==> config.mk <==
export PLATFORM = sky130hd
export DESIGN_NAME = seq_divider_32bit_flat
export DESIGN_NICKNAME = d
export VERILOG_FILES = /design/src/rtl/seq_divider_32bit_if.sv /design/src/rtl/seq_divider_32bit.sv /design/src/flat_wrapper.sv
export SDC_FILE = /design/constraint.sdc
export NUM_CORES = 1
export LEC_CHECK = 0
export ABC_AREA = 1
export CORE_UTILIZATION = 44
export DETAILED_ROUTE_END_ITERATION = 8
export GPL_ROUTABILITY_DRIVEN = 1
export PLACE_DENSITY = 0.68
export SYNTH_ARGS = -nofsm -noshare
export SYNTH_HDL_FRONTEND = slang
export SYNTH_SLANG_ARGS = --single-unit
==> constraint.sdc <==
create_clock -name clk -period 5.7 [get_ports clk]
set_input_delay 1.14 -clock clk [delete_from_list [all_inputs] [get_ports clk]]
set_output_delay 1.14 -clock clk [all_outputs]
set_load 0.1 [all_outputs]
==> src/rtl/seq_divider_32bit_if.sv <==
// seq_divider_32bit_if
//   Start/busy/done handshake and operand/result bus between the control unit
//   (master) and the sequential divider (slave).
//   start, is_signed, dividend, divisor : request, driven by the control unit
//   busy, done                           : handshake status from the divider
//   quotient, remainder, div_by_zero     : results (LO, HI, flag)
interface seq_divider_32bit_if #(
   parameter int WIDTH = 32
);
   logic             start;
   logic             is_signed;
   logic [WIDTH-1:0] dividend;
   logic [WIDTH-1:0] divisor;
   logic             busy;
   logic             done;
   logic [WIDTH-1:0] quotient;
   logic [WIDTH-1:0] remainder;
   logic             div_by_zero;

   modport master (
      output start, is_signed, dividend, divisor,
      input  busy, done, quotient, remainder, div_by_zero
   );

   modport slave (
      input  start, is_signed, dividend, divisor,
      output busy, done, quotient, remainder, div_by_zero
   );
endinterface

==> src/rtl/seq_divider_32bit.sv <==
// seq_divider_32bit
//   Multi-cycle restoring divider for DIV / DIVU. One quotient bit per clock,
//   34-cycle stall for a normal op, 2 cycles for a zero divisor.
//   clk   : rising-edge clock
//   reset : synchronous, active-high; aborts any operation in flight
//   bus   : slave side of seq_divider_32bit_if (start/busy/done, operands,
//           quotient = LO, remainder = HI, div_by_zero flag)
module seq_divider_32bit #(
   parameter int WIDTH = 32,
   parameter int CNT_W = 6
) (
   input  logic                clk,
   input  logic                reset,
   seq_divider_32bit_if.slave  bus
);

   localparam logic [1:0] IDLE   = 2'd0;
   localparam logic [1:0] DIVIDE = 2'd1;
   localparam logic [1:0] FIX    = 2'd2;
   localparam logic [1:0] DONE   = 2'd3;

   localparam logic [CNT_W-1:0] LAST = CNT_W'(WIDTH - 1);

   logic [1:0]       state;
   logic [CNT_W-1:0] cnt;
   logic [WIDTH-1:0] rem;       // partial remainder (magnitude)
   logic [WIDTH-1:0] quo;       // dividend bits shift out, quotient bits shift in
   logic [WIDTH-1:0] dvsr;      // divisor magnitude
   logic             neg_q;
   logic             neg_r;
   logic             dbz_op;    // current op has a zero divisor

   logic             busy_r;
   logic             done_r;
   logic [WIDTH-1:0] quotient_r;
   logic [WIDTH-1:0] remainder_r;
   logic             dbz_r;

   logic [WIDTH-1:0] a_mag;
   logic [WIDTH-1:0] b_mag;
   logic [WIDTH:0]   shifted;
   logic [WIDTH:0]   trial;

   // abs() of the most negative value wraps to itself, which is the correct
   // unsigned magnitude 2^(WIDTH-1); no special case is needed.
   assign a_mag = (bus.is_signed && bus.dividend[WIDTH-1]) ? -bus.dividend : bus.dividend;
   assign b_mag = (bus.is_signed && bus.divisor[WIDTH-1])  ? -bus.divisor  : bus.divisor;

   // rem < dvsr always holds, so the WIDTH+1-bit difference has its top bit
   // set exactly when the trial subtraction would go negative.
   assign shifted = {rem, quo[WIDTH-1]};
   assign trial   = shifted - {1'b0, dvsr};

   always_ff @(posedge clk) begin
      if (reset) begin
         state       <= IDLE;
         cnt         <= '0;
         rem         <= '0;
         quo         <= '0;
         dvsr        <= '0;
         neg_q       <= 1'b0;
         neg_r       <= 1'b0;
         dbz_op      <= 1'b0;
         busy_r      <= 1'b0;
         done_r      <= 1'b0;
         quotient_r  <= '0;
         remainder_r <= '0;
         dbz_r       <= 1'b0;
      end else begin
         case (state)
            IDLE: begin
               if (bus.start) begin
                  busy_r <= 1'b1;
                  if (bus.divisor == '0) begin
                     // Zero divisor still passes through FIX so that done
                     // appears one edge after acceptance; quo keeps the raw
                     // dividend for the remainder output.
                     dbz_op <= 1'b1;
                     quo    <= bus.dividend;
                     state  <= FIX;
                  end else begin
                     dbz_op <= 1'b0;
                     quo    <= a_mag;
                     dvsr   <= b_mag;
                     neg_q  <= bus.is_signed & (bus.dividend[WIDTH-1] ^ bus.divisor[WIDTH-1]);
                     neg_r  <= bus.is_signed & bus.dividend[WIDTH-1];
                     rem    <= '0;
                     cnt    <= '0;
                     dbz_r  <= 1'b0;
                     state  <= DIVIDE;
                  end
               end
            end

            DIVIDE: begin
               if (!trial[WIDTH]) begin
                  rem <= trial[WIDTH-1:0];
                  quo <= {quo[WIDTH-2:0], 1'b1};
               end else begin
                  rem <= shifted[WIDTH-1:0];
                  quo <= {quo[WIDTH-2:0], 1'b0};
               end
               cnt <= cnt + CNT_W'(1);
               if (cnt == LAST) state <= FIX;
            end

            FIX: begin
               if (dbz_op) begin
                  quotient_r  <= '1;
                  remainder_r <= quo;
                  dbz_r       <= 1'b1;
               end else begin
                  quotient_r  <= neg_q ? -quo : quo;
                  remainder_r <= neg_r ? -rem : rem;
               end
               done_r <= 1'b1;
               state  <= DONE;
            end

            DONE: begin
               done_r <= 1'b0;
               busy_r <= 1'b0;
               state  <= IDLE;
            end

            default: state <= IDLE;
         endcase
      end
   end

   assign bus.busy        = busy_r;
   assign bus.done        = done_r;
   assign bus.quotient    = quotient_r;
   assign bus.remainder   = remainder_r;
   assign bus.div_by_zero = dbz_r;

endmodule

==> src/flat_wrapper.sv <==
// flat-port wrapper written by rule: the top's interface ports become plain ports
module seq_divider_32bit_flat 
#(
   parameter int WIDTH = 32,
   parameter int CNT_W = 6
)
  (clk, reset, bus_start, bus_is_signed, bus_dividend, bus_divisor, bus_busy, bus_done, bus_quotient, bus_remainder, bus_div_by_zero);
  seq_divider_32bit_if #(.WIDTH(WIDTH)) bus_i ();
  input  logic clk;
  input  logic reset;
  input wire logic [$bits(bus_i.start)-1:0] bus_start;
  input wire logic [$bits(bus_i.is_signed)-1:0] bus_is_signed;
  input wire logic [$bits(bus_i.dividend)-1:0] bus_dividend;
  input wire logic [$bits(bus_i.divisor)-1:0] bus_divisor;
  output wire logic [$bits(bus_i.busy)-1:0] bus_busy;
  output wire logic [$bits(bus_i.done)-1:0] bus_done;
  output wire logic [$bits(bus_i.quotient)-1:0] bus_quotient;
  output wire logic [$bits(bus_i.remainder)-1:0] bus_remainder;
  output wire logic [$bits(bus_i.div_by_zero)-1:0] bus_div_by_zero;
  assign bus_i.start = bus_start;
  assign bus_i.is_signed = bus_is_signed;
  assign bus_i.dividend = bus_dividend;
  assign bus_i.divisor = bus_divisor;
  assign bus_busy = bus_i.busy;
  assign bus_done = bus_i.done;
  assign bus_quotient = bus_i.quotient;
  assign bus_remainder = bus_i.remainder;
  assign bus_div_by_zero = bus_i.div_by_zero;
  seq_divider_32bit #(.WIDTH(WIDTH), .CNT_W(CNT_W)) u_core (.clk(clk), .reset(reset), .bus(bus_i));
endmodule
==> flow_metrics.env <==
export IMPL_status="complete, no violations"
export IMPL_vias_per_cell=5.514
export IMPL_synth_common_cells="632 x nand2_1, 318 x inv_1, 229 x nand3_1"
export IMPL_wire_per_inst_um=16.93
export IMPL_p_per_area_nw_per_um2=463.7
export IMPL_ant_nets=0
export IMPL_clock_fmax_ghz=0.2821
export IMPL_vias=15050
export IMPL_place_ws_ns=1.719
export IMPL_period_share_pct=62.20
export IMPL_root_buffer="clkbuf_16"
export IMPL_routed_wl_mm=46.22
export IMPL_dp_cells=2699
export IMPL_ys_types=52
export IMPL_worst_endpoint_required_ns=6.07
export IMPL_crit_slowest_cell="a21oi_4"
export IMPL_yosysTopAreaCell="dfxtp_1"
export IMPL_post_route_util_pct=52.13
export IMPL_stdcell_count=2730
export IMPL_antenna_found_initial=0
export IMPL_die_area_um2=31460
export IMPL_antenna_cells=0
export IMPL_leakagePower_uw=0.007147
export IMPL_clockBufferDepth=2
export IMPL_grt_pass1_vias=13390
export IMPL_std_cell_rows=63
export IMPL_setup_viol=0
export IMPL_finClkSkew_ns=0.01586
export IMPL_cts_buffers=17
export IMPL_syn_inst=2253
export IMPL_grt_pass1_wl_mm=72.15
export IMPL_grt_max_degree=88
export IMPL_finalCriticalPeriod_ns=3.545
export IMPL_cts_tree="yes"
export IMPL_setup_tns_ns=0
export IMPL_synth_avg_cell_area_um2=6.007
export IMPL_synth_nets=2363
export IMPL_path_max_fanout=34
export IMPL_cts_sinks=174
export IMPL_area_growth_pct=15.38
export IMPL_dr_pass1_iters=5
export IMPL_synth_edf_count=0
export IMPL_crit_type="primary input to flop"
export IMPL_hold_buffers=0
export IMPL_clkLatencyLatePin_ns=0.45
export IMPL_path_clk_slew_ns=0.08
export IMPL_rsz0062_at_grt="false"
export IMPL_post_cts_setup_buffer_count=0
export IMPL_drc=0
export IMPL_gp_congestion=0.9814
export IMPL_io_pins=135
export IMPL_hold_path_class="flop to flop"
export IMPL_portBuffers=134
export IMPL_dp_hpwl_mm=35.45
export IMPL_drv_slew=0
export IMPL_synth_area_leaders="dfxtp_1 26%, nand2_1 18%, inv_1 8.8%, nand3_1 8.5%, a21oi_1 6.4%"
export IMPL_synth_ff_type="dfxtp_1"
export IMPL_synth_top_area_share_pct=25.74
export IMPL_cts_resized=0
export IMPL_crit_chain="clkdlybuf4s50_1, inv_1, ha_1, nand3_2, nor2_4, nand4_4, nand2_2, a21oi_4, nand3_1, a21oi_2"
export IMPL_first_iter_violations=1708
export IMPL_core_area_um2=29950
export IMPL_peakVddDrop_mv=0.3771
export IMPL_tightest_slew_ns=1.181
export IMPL_die_y_um=177.4
export IMPL_async_reset_ff_share_pct=0
export IMPL_power_uw=7241
export IMPL_hold_viol=0
export IMPL_worstSetupEndpointType="flop"
export IMPL_relSlewSlack_pct=21.06
export IMPL_grt_util_all_layers_pct=29.41
export IMPL_die_w_um=177.4
export IMPL_max_cap_viol_count=0
export IMPL_yosys_register_bits=174
export IMPL_final_layout_size_suffix_gt1_share_pct=6.667
export IMPL_htree_levels=4
export IMPL_yosysWarnings=0
export IMPL_cp_start_kind="primary input"
export IMPL_cp_arrival_ns=3.92
export IMPL_timing_final_ws_setup_ns=2.155
export IMPL_grt_overflow_total=0
export IMPL_synth_seq_area_share_pct=25.74
export IMPL_start_util_pct=45.18
export IMPL_slowest_delay_ns=0.94
export IMPL_nets=2438
export IMPL_yosysMostFrequentCell="nand2_1"
export IMPL_netlist_area_um2=13530
## per-stage QoR
stage	area [um^2]	hold slack, ns
2_1_floorplan	13530	0.4347
3_3_place_gp	15020	0.4470
3_5_place_dp	15020	0.4619
4_1_cts	15620	0.4765
5_1_grt	15620	0.5087
6_report	15620	0.4721
## state kept, by name (all words and copies together) (netlist names)
register,count
u_core.bus.quotient,32
u_core.neg_r,1
u_core.state,2
u_core.dbz_op,1
u_core.bus.done,1
u_core.bus.div_by_zero,1
u_core.quo,32
u_core.rem,32
u_core.dvsr,32
u_core.bus.remainder,32
u_core.cnt,6
u_core.neg_q,1
u_core.bus.busy,1
## power by group
group          switching [uW]  leakage, uW  internal [uW]
Combinational            3150      0.00544           1150
Clock                     554     0.000289            671
Sequential                246      0.00142           1470
Total                    3950      0.00715           3290
## critical path, delay by kind of cell
kind | cells | cell delay (ns)
fa+ha+maj | 1 | 0.25
buf+inv | 2 | 0.55
compound gates | 2 | 1.10
simple gates | 5 | 0.84
## logic make-up after synthesis
family,synth area share (%)
flops,25.74
buf+inv,12.53
fa+ha+maj,3.939
compound gates,16.68
xor+xnor,2.459
simple gates,38.66
## worst paths after layout
kind | endpoint | cells after the start | slack (ns) | from
hold reg to reg | u_core.bus.div_by_zero$_SDFFE_PP0P_ | 2 | 0.47 | u_core.bus.div_by_zero$_SDFFE_PP0P_
setup / recovery | u_core.rem[8]$_SDFFE_PP0P_ | 10 | 2.15 | bus_divisor[0]
setup reg to reg | u_core.quo[0]$_SDFFE_PP0P_ | 15 | 2.71 | u_core.quo[31]$_SDFFE_PP0P_
hold / removal | u_core.bus.div_by_zero$_SDFFE_PP0P_ | 2 | 0.47 | u_core.bus.div_by_zero$_SDFFE_PP0P_
## final cells by class
type / instances / area (um^2)
multi-input cells: 1654 / 8374
clock inverters: 12 / 151.4
clock buffers: 19 / 442.9
repair buffers: 142 / 1399
inverters: 339 / 1276
well taps: 390 / 488.0
fillers: 3107 / 14340
flip-flops and latches: 174 / 3483
## routing by layer
metal	vias to the layer above	track usage [%]	part of all wire, %
li1	7435	-	-
met2	631	45.96	44
met4	0	7.657	1.9
met3	72	3.128	7.2
met1	6915	42.69	47
met5	-	0	0
## layout by cell type (no fill, tap or decap), drive strengths merged
cell type	count
nand3b	17
inv	343
a21oi	196
clkdlybuf4s50	133
o31ai	2
a21o	1
nand4	26
xor2	20
nor4	8
a31oi	32
clkbuf	19
a211oi	1
bufinv	2
nand2	654
xnor2	18
o221ai	6
o21ai	124
and2	3
or2	5
a21boi	1
nand3	244
clkinvlp	1
o211ai	5
nor2	192
clkinv	5
nor3	32
fa	1
and3	3
o21bai	5
o22ai	17
ha	41
buf	9
dfxtp	174
(Power assumes the default switching activity.)
